**config.mk**
```make
export PLATFORM = sky130hd
export DESIGN_NAME = tt_um_kalman
export DESIGN_NICKNAME = d
export VERILOG_FILES = /design/src/rtl/tt_um_kalman.sv
export SDC_FILE = /design/constraint.sdc
export NUM_CORES = 1
export LEC_CHECK = 0
export CAP_MARGIN = 40
export CORE_MARGIN = 2
export CORE_UTILIZATION = 30
export CTS_CLUSTER_SIZE = 20
export DETAILED_ROUTE_END_ITERATION = 8
export GPL_ROUTABILITY_DRIVEN = 0
export PLACE_DENSITY_LB_ADDON = 0.1
export SLEW_MARGIN = 20
export SYNTH_ARGS = -nofsm -noshare
export SYNTH_HDL_FRONTEND = slang
export SYNTH_SLANG_ARGS = --single-unit
```
**constraint.sdc**
```tcl
create_clock -name clk -period 19.7 [get_ports clk]
set_input_delay 4.925 -clock clk [delete_from_list [all_inputs] [get_ports clk]]
set_output_delay 4.925 -clock clk [all_outputs]
set_load 0.02 [all_outputs]
```
**src/rtl/tt_um_kalman.sv**
```systemverilog
// tt_um_kalman -- scalar fixed-point Kalman filter, Tiny Tapeout user tile.
//
// Each accepted 8-bit measurement z updates the Q8.8 estimate x. The gain
// K = P/(P+R) is found by a sequential restoring divide, so one update takes
// 10 cycles after the accept edge (PRED, 8 x DIV, UPD).
//
// Ports:
//   clk      rising-edge clock
//   rst_n    asynchronous active-low reset
//   ena      tile select (ignored)
//   ui_in    measurement z, or configuration data
//   uio_in   [0] meas_valid, [1] cfg_we, [3:2] sel, [7:4] unused
//   uo_out   estimate x[15:8] (debug readout mux when KALMAN_DEBUG_EN)
//   uio_out  [7] busy, [6] out_valid, [5:0] zero
//   uio_oe   constant 8'hF0
//
// Optional build macro: KALMAN_DEBUG_EN -- with cfg_we low, sel picks the
// readout on uo_out: 00 x[15:8], 01 x[7:0], 10 P[15:8], 11 K.
module tt_um_kalman #(
  parameter logic [15:0] P_INIT = 16'h1000,
  parameter logic [7:0]  Q_INIT = 8'd1,
  parameter logic [7:0]  R_INIT = 8'd16
) (
  input  logic       clk,
  input  logic       rst_n,
  input  logic       ena,
  input  logic [7:0] ui_in,
  input  logic [7:0] uio_in,
  output logic [7:0] uo_out,
  output logic [7:0] uio_out,
  output logic [7:0] uio_oe
);

  typedef enum logic [1:0] {IDLE, PRED, DIV, UPD} state_t;

  state_t state, state_nxt;

  logic        meas_valid, cfg_we;
  logic [1:0]  sel;
  logic [15:0] x, p;
  logic [7:0]  q_reg, r_reg, k, z;
  logic [16:0] s, rem;
  logic [7:0]  quo;
  logic        q8, s_zero, out_valid;
  logic [2:0]  cnt;
  logic        unused;

  assign meas_valid = uio_in[0];
  assign cfg_we     = uio_in[1];
  assign sel        = uio_in[3:2];
  assign unused     = &{1'b0, ena, uio_in[7:4]};

  // Prediction and innovation covariance S = P_pred + R
  logic [16:0] p_sum, s_pred;
  logic [15:0] p_pred;
  logic        pred_ge;
  assign p_sum   = {1'b0, p} + {5'b0, q_reg, 4'b0};
  assign p_pred  = p_sum[16] ? 16'hFFFF : p_sum[15:0];
  assign s_pred  = {1'b0, p_pred} + {5'b0, r_reg, 4'b0};
  // Quotient bit 8 of P*256/S is resolved in PRED (it is set only when R=0),
  // leaving the eight fractional bits for the DIV cycles.
  assign pred_ge = {1'b0, p_pred} >= s_pred;

  // One restoring-divide step
  logic [17:0] rem_sh, rem_diff;
  logic        ge;
  assign rem_sh   = {rem, 1'b0};
  assign ge       = rem_sh >= {1'b0, s};
  assign rem_diff = rem_sh - {1'b0, s};

  // Update arithmetic
  logic signed [16:0] e;
  logic signed [25:0] prod;
  logic signed [18:0] x_sum;
  logic        [23:0] kp;
  assign e     = $signed({1'b0, z, 8'h00}) - $signed({1'b0, x});
  // Low 26 bits of the product are sign-correct; |e*K| < 2^25.
  assign prod  = $signed({{9{e[16]}}, e}) * $signed({18'b0, k});
  assign x_sum = $signed({3'b000, x}) + $signed({prod[25], prod[25:8]});
  assign kp    = {16'b0, k} * {8'b0, p};

  always_ff @(posedge clk or negedge rst_n) begin
    if (!rst_n) state <= IDLE;
    else        state <= state_nxt;
  end

  always_comb begin
    state_nxt = state;
    case (state)
      IDLE:    if (meas_valid && !cfg_we) state_nxt = PRED;
      PRED:    state_nxt = DIV;
      DIV:     if (cnt == 3'd7) state_nxt = UPD;
      UPD:     state_nxt = IDLE;
      default: state_nxt = IDLE;
    endcase
  end

  always_ff @(posedge clk or negedge rst_n) begin
    if (!rst_n) begin
      x         <= '0;
      p         <= P_INIT;
      q_reg     <= Q_INIT;
      r_reg     <= R_INIT;
      k         <= '0;
      z         <= '0;
      s         <= '0;
      rem       <= '0;
      quo       <= '0;
      q8        <= 1'b0;
      s_zero    <= 1'b0;
      cnt       <= '0;
      out_valid <= 1'b0;
    end else begin
      out_valid <= 1'b0;
      case (state)
        IDLE: begin
          if (cfg_we) begin
            case (sel)
              2'b00: q_reg <= ui_in;
              2'b01: r_reg <= ui_in;
              2'b10: begin
                x <= {ui_in, 8'h00};
                p <= P_INIT;
              end
              default: ;
            endcase
          end else if (meas_valid) begin
            z <= ui_in;
          end
        end
        PRED: begin
          p      <= p_pred;
          s      <= s_pred;
          q8     <= pred_ge;
          s_zero <= (s_pred == '0);
          rem    <= pred_ge ? ({1'b0, p_pred} - s_pred) : {1'b0, p_pred};
          cnt    <= '0;
        end
        DIV: begin
          rem <= ge ? rem_diff[16:0] : rem_sh[16:0];
          quo <= {quo[6:0], ge};
          cnt <= cnt + 3'd1;
          if (cnt == 3'd7) begin
            if (s_zero)  k <= '0;
            else if (q8) k <= '1;
            else         k <= {quo[6:0], ge};
          end
        end
        UPD: begin
          x         <= x_sum[15:0];
          p         <= p - kp[23:8];
          out_valid <= 1'b1;
        end
        default: ;
      endcase
    end
  end

`ifdef KALMAN_DEBUG_EN
  always_comb begin
    uo_out = x[15:8];
    if (!cfg_we) begin
      case (sel)
        2'b00: uo_out = x[15:8];
        2'b01: uo_out = x[7:0];
        2'b10: uo_out = p[15:8];
        2'b11: uo_out = k;
        default: uo_out = x[15:8];
      endcase
    end
  end
`else
  assign uo_out = x[15:8];
`endif

  assign uio_out = {(state != IDLE), out_valid, 6'b0};
  assign uio_oe  = 8'hF0;

endmodule

```
; Yosys cells after proc, flatten, opt, wreduce, memory -nomap -nowiden
; Cells that the tools add are included.
[totals]
ff_bits = 113
latchBits = 0
ramBits = 0
rom_bits = 0
input_bits = 19
out_inout_bits = 24
word_cells = 70
n_memories = 0
[classes]
addsub = 8
mul = 2
n_div = 0
n_lt_le_gt_ge = 2
n_eq_ne = 10
n_shift = 0
mux = 17
bitwise_logic = 1
n_reduce_logical = 16
[op_table]
columns = cell, count
row1 = 2-to-1 mux 16 bit, 5
row2 = case mux 16 bit (3 select lines), 1
row3 = adder 16 x 12 -> 17 bit, 2
row4 = 2-to-1 mux 17 bit, 2
row5 = case mux 17 bit (2 select lines), 1
row6 = case mux 16 bit (2 select lines), 1
row7 = multiplier 17 x 9 -> 24 bit, 1
row8 = multiplier 8 x 16 -> 24 bit, 1
row9 = greater-or-equal comparator 18 x 17 -> 1 bit, 1
row10 = greater-or-equal comparator 16 x 17 -> 1 bit, 1
row11 = logical NOT 17 bit, 1
row12 = subtractor 16 x 16 -> 17 bit, 1
row13 = subtractor 16 x 17 -> 17 bit, 1
row14 = subtractor 17 bit, 1
row15 = adder 16 bit, 1
row16 = 2-to-1 mux 8 bit, 2
row17 = subtractor 16 bit, 1
row18 = AND reduction 3 bit, 5
row19 = case mux 2 bit (4 select lines), 1
row20 = equality test 2 bit (second input constant), 3
row21 = != test 2 bit (second input constant), 3
row22 = case mux 3 bit (2 select lines), 1
row23 = nonzero test 2 bit, 3
row24 = equality test 2 x 1 -> 1 bit (second input constant), 2
row25 = 11 further kinds, 14

; Longest topological paths before layout
[depth]
depth_word = 6
depth_mapped = 36

; Worst setup path before layout
; Ideal clock, no wire load.
[synth_path]
kind = reg2reg
start = reg x[3]
end = reg x[15]
t_arrival_ps = 7268
t_required_ps = 19561
path_slack_ps = 12293
stages_incl_launch_ff = 34
n_path_buf = 0
period_less_slack_ps = 7407
path_cell_list = dfrtp_1 -> or4_1 -> nor4bb_1 -> o21a_1 -> o21a_1 -> o21a_1 -> o21ai_1 -> nand2b_1 -> a21oi_1 -> o21ba_2 -> xnor2_2 -> nand2_1 -> fa_1 -> inv_1 -> fa_1 -> fa_1 -> inv_1 -> fa_1 -> inv_1 -> ha_1 -> o21a_1 -> nor2_1 -> nor2_1 -> a21oi_1 -> nor2b_1 -> o21a_1 -> nor2_1 -> ha_1 -> a21o_1 -> a2111oi_0 -> o41ai_1 -> xnor2_1 -> xnor2_1 -> o21ai_1
[synth_via]
elab_chain_len = 4
[synth_lines]
columns = element, line
row1 = from (decl), 40  ; logic [15:0] x, p;
row2 = from (signal assigned), 122  ; x <= {ui_in, 8'h00};
row3 = from (signal assigned), 150  ; x <= x_sum[15:0];
row4 = subtractor 16 x 16 -> 17 bit, 76  ; assign e = $signed({1'b0, z, 8'h00}) - $signed({1'b0, x});
row5 = multiplier 17 x 9 -> 24 bit, 78  ; assign prod = $signed({{9{e[16]}}, e}) * $signed({18'b0, k});
row6 = adder 16 bit *, 79  ; assign x_sum = $signed({3'b000, x}) + $signed({prod[25], prod[25:8]});
row7 = case mux 16 bit (2 select lines) *, 115  ; case (state)
; Mark *: on every way between the ends. The rest lies on a longest branch, timed or not.
; A chain may end at the register's enable or synchronous reset.

; Worst setup path in the final report
[layout_path]
start = reg x[0]
end = reg x[15]
; Same word-level chain as after synthesis.

==> reports/qor.txt <==
status: complete, no violations
Worst Tran Pin Value: 824 ps
Pre-antenna DRT Iters: 5
Layout fillers: 5994
crit path launch: x[0]
initial core utilization: 0.304
clock skew: 8.09 ps
vias in the first global route: 13569
Hold Slack: 476 ps
post-detail-place hpwl: 34500 um
max incr delay on CP: 670 ps
Die W: 243 um
Worst Path Max Fanout: 12
Post-Synthesis Cells: 1974
routed via count: 12940
CTS tree: built
XOR/XNOR share of the synthesized area: 0.0582
multi-input logic area: 12800 um2
worst r2r path cells: 31
Final WS setup: 10910 ps
largest net degree at the start of global routing: 52
CP Launch Type: register
maximum clock frequency: 114 MHz
worst r2r src: x[0]
global-route wire length before repair: 74900 um
register-to-register setup slack: 10910 ps
Max-Cap Viols: 0
Area Overhead vs Synth: 9.75%
warning count from the yosys run: 0
Port Buffers: 23
final net count: 2355
routed wire length: 44700 um
WS Path Type: reg -> reg
Layout Cells excl Fill: 2736
Netlist cell types: 83
RR Endpoint: x[15]
core area: 56400 um2
largest family of logic cells by synthesized area: adder cells
Avg Cell Area, Syn: 8.68 um2
RSZ-0062 raised after global routing: no
Placed Cells: 2701
per-cell routed wire length: 16.3 um
Seq cells post-synth: 113
clock-pin slew on the worst setup and hold paths: 60 ps
die height: 243 um
maximum clock insertion buffer count: 2
CTS Hold Bufs: 0
Rel. slew slack: 0.449
WP data arrival: 9090 ps
remaining antenna violation count after routing: 0
CTS root buf: clkbuf_16
hold wc startpoint: k[5]
Num CTS Buffers: 17
number of synthesized flops with an enable pin: 0
FP Rows: 87
Tmin final: 8790 ps
ys async rst share: 1.00
DR DRC count: 0
synthesized cell area: 17100 um2
H-tree Lvls: 4
Slew Viols, Final: 0
Top FF cell, synth: dfrtp_1
Vias per Instance: 4.73
Seq/Total Area, Yosys: 0.165
slowest cell on the critical path: or4_1
Synth Area in Adders: 0.351
Simple-Gate Fraction of Synth Area: 0.172
post-CTS setup buffer count: 0
Synth Area in Compound Gates: 0.123
largest registers: rem (17), s (17)
HP Class: reg -> reg
WHS Endpoint: k[5]
most frequent CP cell: o21a_1
Crit. End Element: register
Final period util: 0.446
setup TNS: 0 ps
Die Area: 59100 um2
DR iter-0 viols: 513
clock sink count: 113
Post-CTS Resized: 0
layout cells sized above 1: 0.0622
antenna violations before repair: 1
post-synthesis mux area share: 0.0395
setup violators final: 0
Worst EP required: 20000 ps
I/O pins: 43
sequential cell area: 2830 um2
GR Overflow Total: 0
dpl ws: 10870 ps
hold path depth: 2
Skew-Pair Late Insertion Delay: 420 ps
final-report hold violation count: 0
GRT Resource Usage Total: 0.158
layout make-up:
cell class,instances,area share
Clock inverter,9,0.00831
Multi-Input combinational cell,1487,0.681
Tap cell,756,0.0503
Clock buffer,22,0.0247
Timing Repair Buffer,56,0.0263
Sequential cell,113,0.151
Antenna cell,1,0.000133
Inverter,292,0.0583
worst max path at each step:
stage / endpoint / slack (ps) / cells past startpoint
after detailed placement: x[15] / 10870 / 31
after global routing: x[15] / 10250 / 31
after floorplan: x[15] / 12290 / 33
final: x[15] / 10910 / 31
after global placement: x[15] / 10800 / 32
after CTS: x[15] / 10840 / 31
worst max-delay path, delay by kind of cell, from the launching register on:
kind,cells,cell delay (ps)
AOI/OAI and AO/OA,11,2430
and+or+nand+nor,8,1890
buffers and inverters,3,140
adders and majority gates,6,2650
DFF,1,520
xor gates and xnor gates,3,1030
layer usage:
metal	routed length (um)	GRT usage	share of wire
met5	0	0	0
met3	833	0.0149	0.019
met1	22300	0.225	0.50
met4	416	0.0300	0.0093
met2	21100	0.262	0.47
cell usage in the layout, fill, tap and decap left out, types with 5 or more instances in the layout:
cell             count
a21oi_1             83
a211oi_1             9
a31oi_1             12
nand2b_1            20
o221ai_1            10
fa_1               187
buf_4               26
a22oi_1              8
mux2_2              33
conb_1              14
o31ai_1             13
ha_1               181
nor4_1               5
nand3_1             16
nor3_1              34
or3_1                7
xor2_1              40
a21o_1              31
clkdlybuf4s50_1     22
nor2_1              98
o21ai_0             78
nand2_1            225
o21a_1              17
o21ai_1             11
clkbuf_16           17
o211ai_1             5
and2_1             141
xnor2_1             72
mux2i_1             28
nand4_1              9
o21bai_1             6
nor2b_1             19
dfrtp_1            110
inv_1              292
stage by stage:
step / util / instance area, um2
global placement: 0.321 / 18100
finish: 0.334 / 18800
global route: 0.334 / 18800
CTS: 0.333 / 18800
floorplan: - / 17200
detailed placement: 0.322 / 18200
logic make-up (layout without fill, tap and decap cells):
| group | after synthesis | after routing |
|---|---|---|
| AND/OR/NAND/NOR | 602 | 602 |
| adder cells (fa/ha/maj) | 369 | 369 |
| other | 2 | 15 |
| AO/OA/AOI/OAI | 326 | 326 |
| buffers and inverters | 386 | 379 |
| multiplexers | 63 | 63 |
| flip-flops | 113 | 113 |
| XOR/XNOR | 113 | 113 |
cells in the mapped netlist (all sizes together), types with 6 or more instances:
library cell  number  area share
nor4               6      0.0026
a22oi              8      0.0035
clkbuf            61       0.013
a31oi             13      0.0047
o221ai            10      0.0051
o21a              18      0.0080
o211ai             6      0.0029
nand4              9      0.0033
o21bai             6      0.0026
o31ai             13      0.0057
or3                7      0.0026
nor2b             19      0.0069
a211oi            10      0.0047
fa               187        0.22
inv              292       0.064
xnor2             73       0.038
a21oi             84       0.025
mux2i             29       0.017
nor2             100       0.022
dfrtp            110        0.16
o21ai             89       0.026
buf               33       0.013
a21o              31       0.014
nand3             16      0.0047
and2             141       0.051
ha               182        0.13
xor2              40       0.020
nor3              36       0.011
nand2            225       0.049
mux2              34       0.023
nand2b            20      0.0073
Power is left out: the tool's default activity adds up to more than one toggle a clock period on the data nets, which glitch-free logic cannot reach.
